**config.mk**
```make
export PLATFORM = sky130hd
export DESIGN_NAME = pdm_capture_ctrl
export DESIGN_NICKNAME = d
export VERILOG_FILES = /design/src/rtl/pdm_capture_ctrl.sv
export SDC_FILE = /design/constraint.sdc
export NUM_CORES = 1
export LEC_CHECK = 0
export BUFFER_PORTS_ARGS = -buffer_cell sky130_fd_sc_hd__buf_2
export CAP_MARGIN = 20
export CORE_ASPECT_RATIO = 1.75
export CORE_MARGIN = 2
export CORE_UTILIZATION = 55
export DETAILED_ROUTE_END_ITERATION = 10
export GPL_TIMING_DRIVEN = 0
export HOLD_SLACK_MARGIN = 0.06
export PLACE_DENSITY = 0.69
export SYNTH_ARGS = -nofsm -noshare
export SYNTH_HDL_FRONTEND = slang
export SYNTH_SLANG_ARGS = --single-unit
```
**constraint.sdc**
```tcl
create_clock -name clk -period 3.4 [get_ports clk]
set_input_delay 0.51 -clock clk [delete_from_list [all_inputs] [get_ports clk]]
set_output_delay 0.51 -clock clk [all_outputs]
set_load 0.05 [all_outputs]
```
**src/rtl/pdm_capture_ctrl.sv**
```systemverilog
// pdm_capture_ctrl: PDM microphone capture controller.
//   Generates mic_clk from clk, discards WARMUP_EDGES mic_clk rising edges after
//   enable, then integrates mic_data over NUM_PHASES staggered windows of WIN_LEN
//   edges each and pushes every completed window's ones-count into a
//   first-word-fall-through FIFO.
// Ports:
//   clk, rst            clock, asynchronous active-high reset
//   enable              capture request (low returns to IDLE next cycle)
//   mic_clk, mic_lr_sel microphone clock and channel select (always 0)
//   mic_data            PDM bit, sampled one clk after each mic_clk rise
//   s_valid/s_data/s_ready  FWFT sample stream
//   overflow, overflow_clr  sticky drop flag and its clear
//   busy                high outside IDLE
// Configuration: define PDM_CAPTURE_SIGNED_EN to emit (count - WIN_LEN/2) as a
// saturated two's complement value instead of the raw unsigned count.
module pdm_capture_ctrl #(
  parameter int unsigned CLK_DIV      = 20,
  parameter int unsigned WIN_LEN      = 128,
  parameter int unsigned NUM_PHASES   = 4,
  parameter int unsigned WARMUP_EDGES = 1024,
  parameter int unsigned FIFO_DEPTH   = 8
) (
  input  logic       clk,
  input  logic       rst,
  input  logic       enable,
  output logic       mic_clk,
  output logic       mic_lr_sel,
  input  logic       mic_data,
  output logic       s_valid,
  output logic [7:0] s_data,
  input  logic       s_ready,
  output logic       overflow,
  input  logic       overflow_clr,
  output logic       busy
);

  localparam int unsigned DIV_W  = (CLK_DIV > 1) ? $clog2(CLK_DIV) : 1;
  localparam int unsigned WARM_W = (WARMUP_EDGES > 1) ? $clog2(WARMUP_EDGES) : 1;
  localparam int unsigned STRIDE = WIN_LEN / NUM_PHASES;
  localparam int unsigned AW     = $clog2(FIFO_DEPTH);

  localparam logic [DIV_W-1:0]  DIV_LAST  = DIV_W'(CLK_DIV - 1);
  localparam logic [WARM_W-1:0] WARM_LAST = WARM_W'(WARMUP_EDGES - 1);
  localparam logic [7:0]        EDGE_LAST = 8'(WIN_LEN - 1);

  typedef enum logic [1:0] {StIdle, StWarmup, StRun} state_t;

  state_t              state;
  logic [DIV_W-1:0]    div_cnt;
  logic                strobe;
  logic [WARM_W-1:0]   warm_cnt;
  logic [7:0]          edge_cnt;
  logic [7:0]          acc [NUM_PHASES];
  logic [NUM_PHASES-1:0] primed;  // phase has restarted since entering RUN

  logic       push;
  logic [7:0] push_cnt;

  function automatic logic [7:0] sat_add(input logic [7:0] a, input logic b);
    return (a == 8'hff) ? a : a + {7'd0, b};
  endfunction

  function automatic logic [7:0] phase_start(input int unsigned p);
    return 8'(p * STRIDE);
  endfunction

  // A window closes on the strobe just before its phase restarts.
  function automatic logic [7:0] phase_last(input int unsigned p);
    return (p == 0) ? EDGE_LAST : 8'(p * STRIDE - 1);
  endfunction

  function automatic logic [7:0] encode(input logic [7:0] cnt);
`ifdef PDM_CAPTURE_SIGNED_EN
    logic signed [9:0] half;
    logic signed [9:0] v;
    half = 10'(WIN_LEN / 2);
    v    = $signed({2'b00, cnt}) - half;
    if (v > 10'sd127) begin
      return 8'h7f;
    end else if (v < -10'sd128) begin
      return 8'h80;
    end else begin
      return v[7:0];
    end
`else
    return cnt;
`endif
  endfunction

  assign mic_lr_sel = 1'b0;
  assign busy       = (state != StIdle);

  always_ff @(posedge clk or posedge rst) begin
    if (rst) begin
      state    <= StIdle;
      div_cnt  <= '0;
      mic_clk  <= 1'b0;
      strobe   <= 1'b0;
      warm_cnt <= '0;
      edge_cnt <= '0;
      primed   <= '0;
      for (int p = 0; p < NUM_PHASES; p++) acc[p] <= '0;
    end else if (!enable) begin
      // Dropping enable abandons any open windows; the FIFO is untouched.
      state    <= StIdle;
      div_cnt  <= '0;
      mic_clk  <= 1'b0;
      strobe   <= 1'b0;
      warm_cnt <= '0;
      edge_cnt <= '0;
      primed   <= '0;
      for (int p = 0; p < NUM_PHASES; p++) acc[p] <= '0;
    end else if (state == StIdle) begin
      state <= StWarmup;
    end else begin
      strobe <= 1'b0;
      if (div_cnt == DIV_LAST) begin
        div_cnt <= '0;
        mic_clk <= ~mic_clk;
        strobe  <= ~mic_clk;  // registered, so it lands the cycle after the rise
      end else begin
        div_cnt <= div_cnt + DIV_W'(1);
      end
      if (strobe) begin
        if (state == StWarmup) begin
          if (warm_cnt == WARM_LAST) begin
            state <= StRun;
          end else begin
            warm_cnt <= warm_cnt + WARM_W'(1);
          end
        end else begin
          edge_cnt <= (edge_cnt == EDGE_LAST) ? 8'd0 : edge_cnt + 8'd1;
          for (int p = 0; p < NUM_PHASES; p++) begin
            if (edge_cnt == phase_start(p)) begin
              acc[p]    <= {7'd0, mic_data};
              primed[p] <= 1'b1;
            end else begin
              acc[p] <= sat_add(acc[p], mic_data);
            end
          end
        end
      end
    end
  end

  // Phase offsets are distinct, so at most one phase completes per strobe.
  always_comb begin
    push     = 1'b0;
    push_cnt = '0;
    if (enable && state == StRun && strobe) begin
      for (int p = 0; p < NUM_PHASES; p++) begin
        if (edge_cnt == phase_last(p) && primed[p]) begin
          push     = 1'b1;
          push_cnt = encode(sat_add(acc[p], mic_data));
        end
      end
    end
  end

  // Output FIFO, first-word-fall-through.
  logic [7:0]  mem [FIFO_DEPTH];
  logic [AW:0] wr_ptr;
  logic [AW:0] rd_ptr;
  logic        empty;
  logic        full;
  logic        pop;
  logic        do_push;
  logic        drop;

  assign empty   = (wr_ptr == rd_ptr);
  assign full    = (wr_ptr[AW] != rd_ptr[AW]) && (wr_ptr[AW-1:0] == rd_ptr[AW-1:0]);
  assign s_valid = !empty;
  assign s_data  = empty ? 8'd0 : mem[rd_ptr[AW-1:0]];
  assign pop     = s_valid && s_ready;
  assign do_push = push && (!full || pop);
  assign drop    = push && full && !pop;

  always_ff @(posedge clk) begin
    if (do_push) mem[wr_ptr[AW-1:0]] <= push_cnt;
  end

  always_ff @(posedge clk or posedge rst) begin
    if (rst) begin
      wr_ptr   <= '0;
      rd_ptr   <= '0;
      overflow <= 1'b0;
    end else begin
      if (do_push) wr_ptr <= wr_ptr + (AW+1)'(1);
      if (pop)     rd_ptr <= rd_ptr + (AW+1)'(1);
      // A drop in the same cycle as a clear wins.
      overflow <= drop || (overflow && !overflow_clr);
    end
  end

endmodule

```
Word level (Yosys, flattened, before mapping)
Memory sizes are Yosys's and may differ from the RTL's.
Cells that the tools add are included.

operators by class
  order comparisons = 0
  shift-type cells = 0
  reduce and logical (&&, ||, !) cells = 29
  div/mod/pow operators = 0
  multiply operators = 0
  equality and inequality tests = 31
  add/sub/neg operators = 9
  muxes and demuxes = 57
  bitwise logic cells = 1

operators with widths
  operator                 count
  $mux W8                  19
  $mux W32                 4
  $mux W10                 5
  $add A8 B1 Y8            4
  $eq A8 B7 Y1 const B     4
  $eq A8 B8 Y1 const B     4
  $reduce_and A4 Y1        5
  $mux W1                  17
  $eq A8 B6 Y1 const B     2
  $mux W4                  4
  $mux W5                  3
  $ne A2 B1 Y1 const B     7
  $logic_and A1 B1 Y1      12
  $add A10 B1 Y10 const B  1
  $eq A10 B10 Y1 const B   1
  $mux W2                  5
  $ne A3 B1 Y1 const B     3
  $add A4 B1 Y4 const B    2
  $add A8 B1 Y8 const B    1
  $eq A8 B5 Y1 const B     1
  $logic_not A8 Y1         1
  $ne A2 B2 Y1 const B     3
  $reduce_and A3 Y1        2
  $add A5 B1 Y5 const B    1
  12 further kinds         16

word-level totals
  flip-flop bits (word level) = 72
  memories = 1
  bits in latches = 0
  memory bits (writable) = 64
  ROM bits = 0
  output and inout bits = 13

memory list
  memory  words  width  rd ports  clocked after Yosys merged registers in  write ports  line  RTL
  mem     8      8      1         0                                        1            161   logic [7:0] mem [FIFO_DEPTH];

Longest topological paths before layout
  depth after elaboration = 10
  gate-level depth with buffers = 8
  depth with buffers taken out = 7

Worst setup path after synthesis
Ideal clock, no wire load.

  path type = register -> register
  start = register edge_cnt[0]
  end = memory mem[0][0] (enable)
  data arrival time = 2.161 ns
  buffers on the path = 1
  clock period less this slack = 2.544 ns
  setup time = 0.383 ns
  cell stages (with the launch flop) = 8
  setup slack = 0.856 ns
  data required time = 3.017 ns
  cell sequence = dfrtp_1 -> ha_1 -> and4_1 -> buf_4 -> nand4b_1 -> a41oi_2 -> nand3b_1 -> nor3_1

between the ends
  cells in the longest elaborated chain, start to end = 10

RTL lines
  item                             line  RTL
  from (decl)                      52    logic [7:0] edge_cnt;
  from (signal assigned)           132   edge_cnt <= (edge_cnt == EDGE_LAST) ? 8'd0 : edge_cnt + 8'd1;
  $eq A8 B7 Y1                     152   if (edge_cnt == phase_last(p) && primed[p]) begin
  $logic_and A1 B1 Y1              152
  $mux W1 (3 in a row)             152
  $mux W1 *                        152
  $mux W1 *                        150   if (enable && state == StRun && strobe) begin
  $logic_and A1 B1 Y1 *            175   assign do_push = push && (!full || pop);
  $mux W1 *                        179   if (do_push) mem[wr_ptr[AW-1:0]] <= push_cnt;
  $mux W1 (not written as such) *  179
  to (decl)                        161

Mark *: on every way between the ends. The rest lies on a longest branch, timed or not.

Final worst setup path
  start = register acc[10] (netlist bit)
  end = memory mem[4][4] (data pin)

between the ends
  cells in the longest elaborated chain, start to end = 5

RTL lines
  item                                                  line  RTL
  from (decl)                                           53    logic [7:0] acc [NUM_PHASES];
  from (signal, indexed assignment)                     135   acc[p] <= {7'd0, mic_data};
  from (signal, indexed assignment)                     138   acc[p] <= sat_add(acc[p], mic_data);
  $add A8 B1 Y8 / $eq A8 B8 Y1 (equally long branches)  60    return (a == 8'hff) ? a : a + {7'd0, b};
  $mux W8 *                                             60
  $mux W8 * (2 in a row)                                152
  $mux W8 *                                             150
  net push_cnt[4]                                       57    logic [7:0] push_cnt;

The timed path passes the listed nets; every way through them passes the cells marked *.

==> load_flow_metrics.sql <==
INSERT INTO impl_metrics (metric_group, metric, value, unit) VALUES
('yosys', 'synth-edff-count', '64', ''),
('setup_path', 'endpoint_kind', 'flip-flop', ''),
('floorplanning', 'fp-row-count', '54', ''),
('timing', 'max_slew_margin', '27.3', '%'),
('yosys', 'synthArstFlopShare', '52.9', '%'),
('clock_network', 'cts_sinks', '136', ''),
('power_and_ir_drop', 'cellPowerDensity', '512', 'nW/um^2'),
('clock_network', 'clock_latency', '420', 'ps'),
('clock_network', 'path_clk_slew', '60', 'ps'),
('timing', 'unrepaired_setup_endpoints_after_global_routing', 'no', ''),
('global_routing', 'pin_count_of_the_biggest_net_entering_global_routing', '53', ''),
('drt', 'routed_wl', '15600', 'um'),
('yosys', 'syn-cell-area', '7000', 'sq um'),
('run_status', 'run_status', 'completed', ''),
('yosys', 'netlist_instances', '610', ''),
('drt', 'viasPerCell', '5.98', ''),
('timing', 'finalSetupViolCount', '0', ''),
('setup_path', 'crit_path_start_kind', 'flip-flop', ''),
('placed_design', 'gpl.final_weighted_congestion', '0.889', ''),
('cells_and_area', 'number_of_nets_in_the_final_layout', '670', ''),
('drt', 'firstDrtPassIters', '5', ''),
('cells_and_area', 'final_cells', '831', ''),
('drt', 'vias_after_detailed_routing', '4971', ''),
('timing', 'finClkSkew', '14.8', 'ps'),
('timing', 'drv_slew', '0', ''),
('drt', 'first_iter_violations', '280', ''),
('floorplanning', 'ios', '19', ''),
('setup_path', 'worst_path_max_delay_cell', 'sky130_fd_sc_hd__a311oi_1', ''),
('timing', 'max_clock_freq', '323', 'MHz'),
('clock_network', 'clock_path_buffers', '2', ''),
('yosys', 'synth_seq_cells', '136', ''),
('yosys', 'postSynthAreaPerCell', '11.5', 'sq um'),
('floorplanning', 'die_footprint', '13700', 'sq um'),
('hold_path', 'hold_path_class', 'primary input to flip-flop', ''),
('yosys', 'ys_seq_area_share', '53.2', '%'),
('power_and_ir_drop', 'power.static_leakage', '2.92', 'nW'),
('floorplanning', 'start_util', '56.3', '%'),
('yosys', 'synth-warning-count', '0', ''),
('cells_and_area', 'layout.cells.most_common', 'sky130_fd_sc_hd__dfrtp_1', ''),
('placed_design', 'place_ws', '84.3', 'ps'),
('power_and_ir_drop', 'peakVddDrop', '370', 'uV'),
('cells_and_area', 'post-route-cell-area', '7910', 'sq um'),
('yosys', 'dominantRegCellSynth', 'sky130_fd_sc_hd__dfrtp_1', ''),
('setup_path', 'cpLargestDelayFamily', 'compound AO/OA/AOI/OAI gates', ''),
('floorplanning', 'fp.coreArea', '12400', 'sq um'),
('placed_design', 'post-dp-hpwl', '11600', 'um'),
('clock_network', 'tritoncts', 'yes', ''),
('floorplanning', 'die_height', '153', 'um'),
('timing', 'timing.final.hold_violations', '0', ''),
('placed_design', 'io_buffer_count', '17', ''),
('drt', 'antenna_left', '0', ''),
('yosys', 'synth_fp_nets', '630', ''),
('setup_path', 'worst-endpoint-arrival', '3160', 'ps'),
('yosys', 'synthDominantAreaCellType', 'sky130_fd_sc_hd__edfxtp_1', ''),
('cells_and_area', 'area_delta_synth_final', '12.9', '%'),
('timing', 'period_share', '91.0', '%'),
('yosys', 'post_synth_main_area_contributors', 'sky130_fd_sc_hd__edfxtp_1 (27%), sky130_fd_sc_hd__dfrtp_1 (26%), sky130_fd_sc_hd__mux4_2 (5.1%), sky130_fd_sc_hd__xnor2_1 (2.8%), sky130_fd_sc_hd__o21ai_0 (2.6%)', ''),
('yosys', 'synth_top_cell_area_share', '27.5', '%'),
('global_routing', 'first_pass_grt_wire_length', '25200', 'um'),
('clock_network', 'root_buffer', 'sky130_fd_sc_hd__clkbuf_16', ''),
('global_routing', 'first_global_vias', '5184', ''),
('timing', 'whs', '266', 'ps'),
('setup_path', 'path_max_fanout', '10', ''),
('drt', 'wl_per_cell', '18.8', 'um'),
('timing', 'worst_pin_slew', '1080', 'ps'),
('clock_network', 'post_cts.resized_instances', '0', ''),
('setup_path', 'path_buf_inv', '1', ''),
('global_routing', 'grt_util_all_layers', '24.4', '%'),
('yosys', 'yosysUniqueCellTypes', '62', ''),
('cells_and_area', 'layout_common_cells', 'sky130_fd_sc_hd__dfrtp_1 (72), sky130_fd_sc_hd__edfxtp_1 (64), sky130_fd_sc_hd__nor2_1 (38)', ''),
('setup_path', 'critical_path_required', '3470', 'ps');
[worst register-to-register path: stages, from the launching register on]
cell                        delay (ps)
sky130_fd_sc_hd__dfrtp_1           450
sky130_fd_sc_hd__nand3_1           260
sky130_fd_sc_hd__or3_1             410
sky130_fd_sc_hd__clkbuf_1          220
sky130_fd_sc_hd__a21oi_1           290
sky130_fd_sc_hd__a2111oi_0         190
sky130_fd_sc_hd__a311oi_1          920
[cells in the mapped netlist (9+ instances only)]
master	number
sky130_fd_sc_hd__nand2b_1	13
sky130_fd_sc_hd__xor2_1	13
sky130_fd_sc_hd__nor2b_1	15
sky130_fd_sc_hd__mux2i_1	10
sky130_fd_sc_hd__o21ai_0	37
sky130_fd_sc_hd__a31oi_1	14
sky130_fd_sc_hd__mux4_2	16
sky130_fd_sc_hd__a21o_1	13
sky130_fd_sc_hd__edfxtp_1	64
sky130_fd_sc_hd__a21oi_1	25
sky130_fd_sc_hd__dfrtp_1	72
sky130_fd_sc_hd__and3_1	15
sky130_fd_sc_hd__xnor2_1	22
sky130_fd_sc_hd__nand3_1	30
sky130_fd_sc_hd__and2_1	14
sky130_fd_sc_hd__nand4_1	13
sky130_fd_sc_hd__nor2_1	38
sky130_fd_sc_hd__clkbuf_1	19
sky130_fd_sc_hd__ha_1	14
sky130_fd_sc_hd__nand2_1	35
sky130_fd_sc_hd__a22o_1	9
sky130_fd_sc_hd__nor3_1	9
sky130_fd_sc_hd__inv_1	15
[routing by layer]
layer	global-route usage (%)	up-vias	wire (um)
met3	4.75	33	348
met4	13.4	0	663
met2	45.5	77	9040
met5	0	-	0
li1	-	2368	-
met1	23.7	2493	5560
[logic make-up after synthesis]
kind of cell / Yosys count / synth area share [%]
AND/OR/NAND/NOR: 217 / 17.7
flip-flops: 136 / 53.2
AO/OA/AOI/OAI: 133 / 12.4
buffers and inverters: 45 / 2.68
XOR/XNOR: 35 / 4.38
multiplexers: 29 / 7.06
adder cells (fa/ha/maj): 14 / 2.50
other: 1 / 0.0536
[report_power, final]
group	internal [W]	switching, W	total [W]
Combinational	0.000199	0.000359	0.000559
Clock	0.000960	0.000769	0.00173
Sequential	0.00174	0.0000194	0.00176
[sequential cells by signal, summed over array words and instances, names as in the netlist]
name,count
acc,32
mem,64
div_cnt,5
wr_ptr,4
state,2
rd_ptr,4
primed,4
overflow,1
edge_cnt,8
warm_cnt,10
strobe,1
mic_clk,1
[timing repair]
| item | in CTS | in global routing |
|---|---|---|
| hold buffers | 1 | 0 |
| hold endpoints to repair | 20 | 0 |
| setup buffers | 0 | 0 |
[final cells by class]
cell class / instances / area (sq um)
well taps: 168 / 210
fillers: 1024 / 4530
plain buffers: 30 / 131
multi-input cells: 429 / 3090
clock inverters: 15 / 135
flip-flops and latches: 136 / 3720
repair buffers: 21 / 133
inverters: 15 / 58.8
clock buffers: 17 / 425
[stage by stage]
step | utilization [%] | total power [W]
6_report | 63.6 | 0.00405
4_1_cts | 63.6 | 0.00409
5_1_grt | 63.6 | 0.00422
2_1_floorplan | - | 0.00223
3_3_place_gp | 58.7 | 0.00235
3_5_place_dp | 59.0 | 0.00237
[final timing paths]
check / start / endpoint / slack (ps) / cells after the start
min: overflow_clr / overflow$_DFF_PP0_ / 270 / 2
max: acc[10]$_DFFE_PP0P_ / mem[4][4]$_DFFE_PP_ / 310 / 6
min reg2reg: wr_ptr[3]$_DFFE_PP0P_ / wr_ptr[3]$_DFFE_PP0P_ / 490 / 1
min in group asynchronous: rst / div_cnt[2]$_DFFE_PP0N_ / 590 / 3
max in group asynchronous: rst / acc[25]$_DFFE_PP0P_ / 2240 / 4
max reg2reg: acc[10]$_DFFE_PP0P_ / mem[4][4]$_DFFE_PP_ / 310 / 6
(Power assumes the default switching activity.)
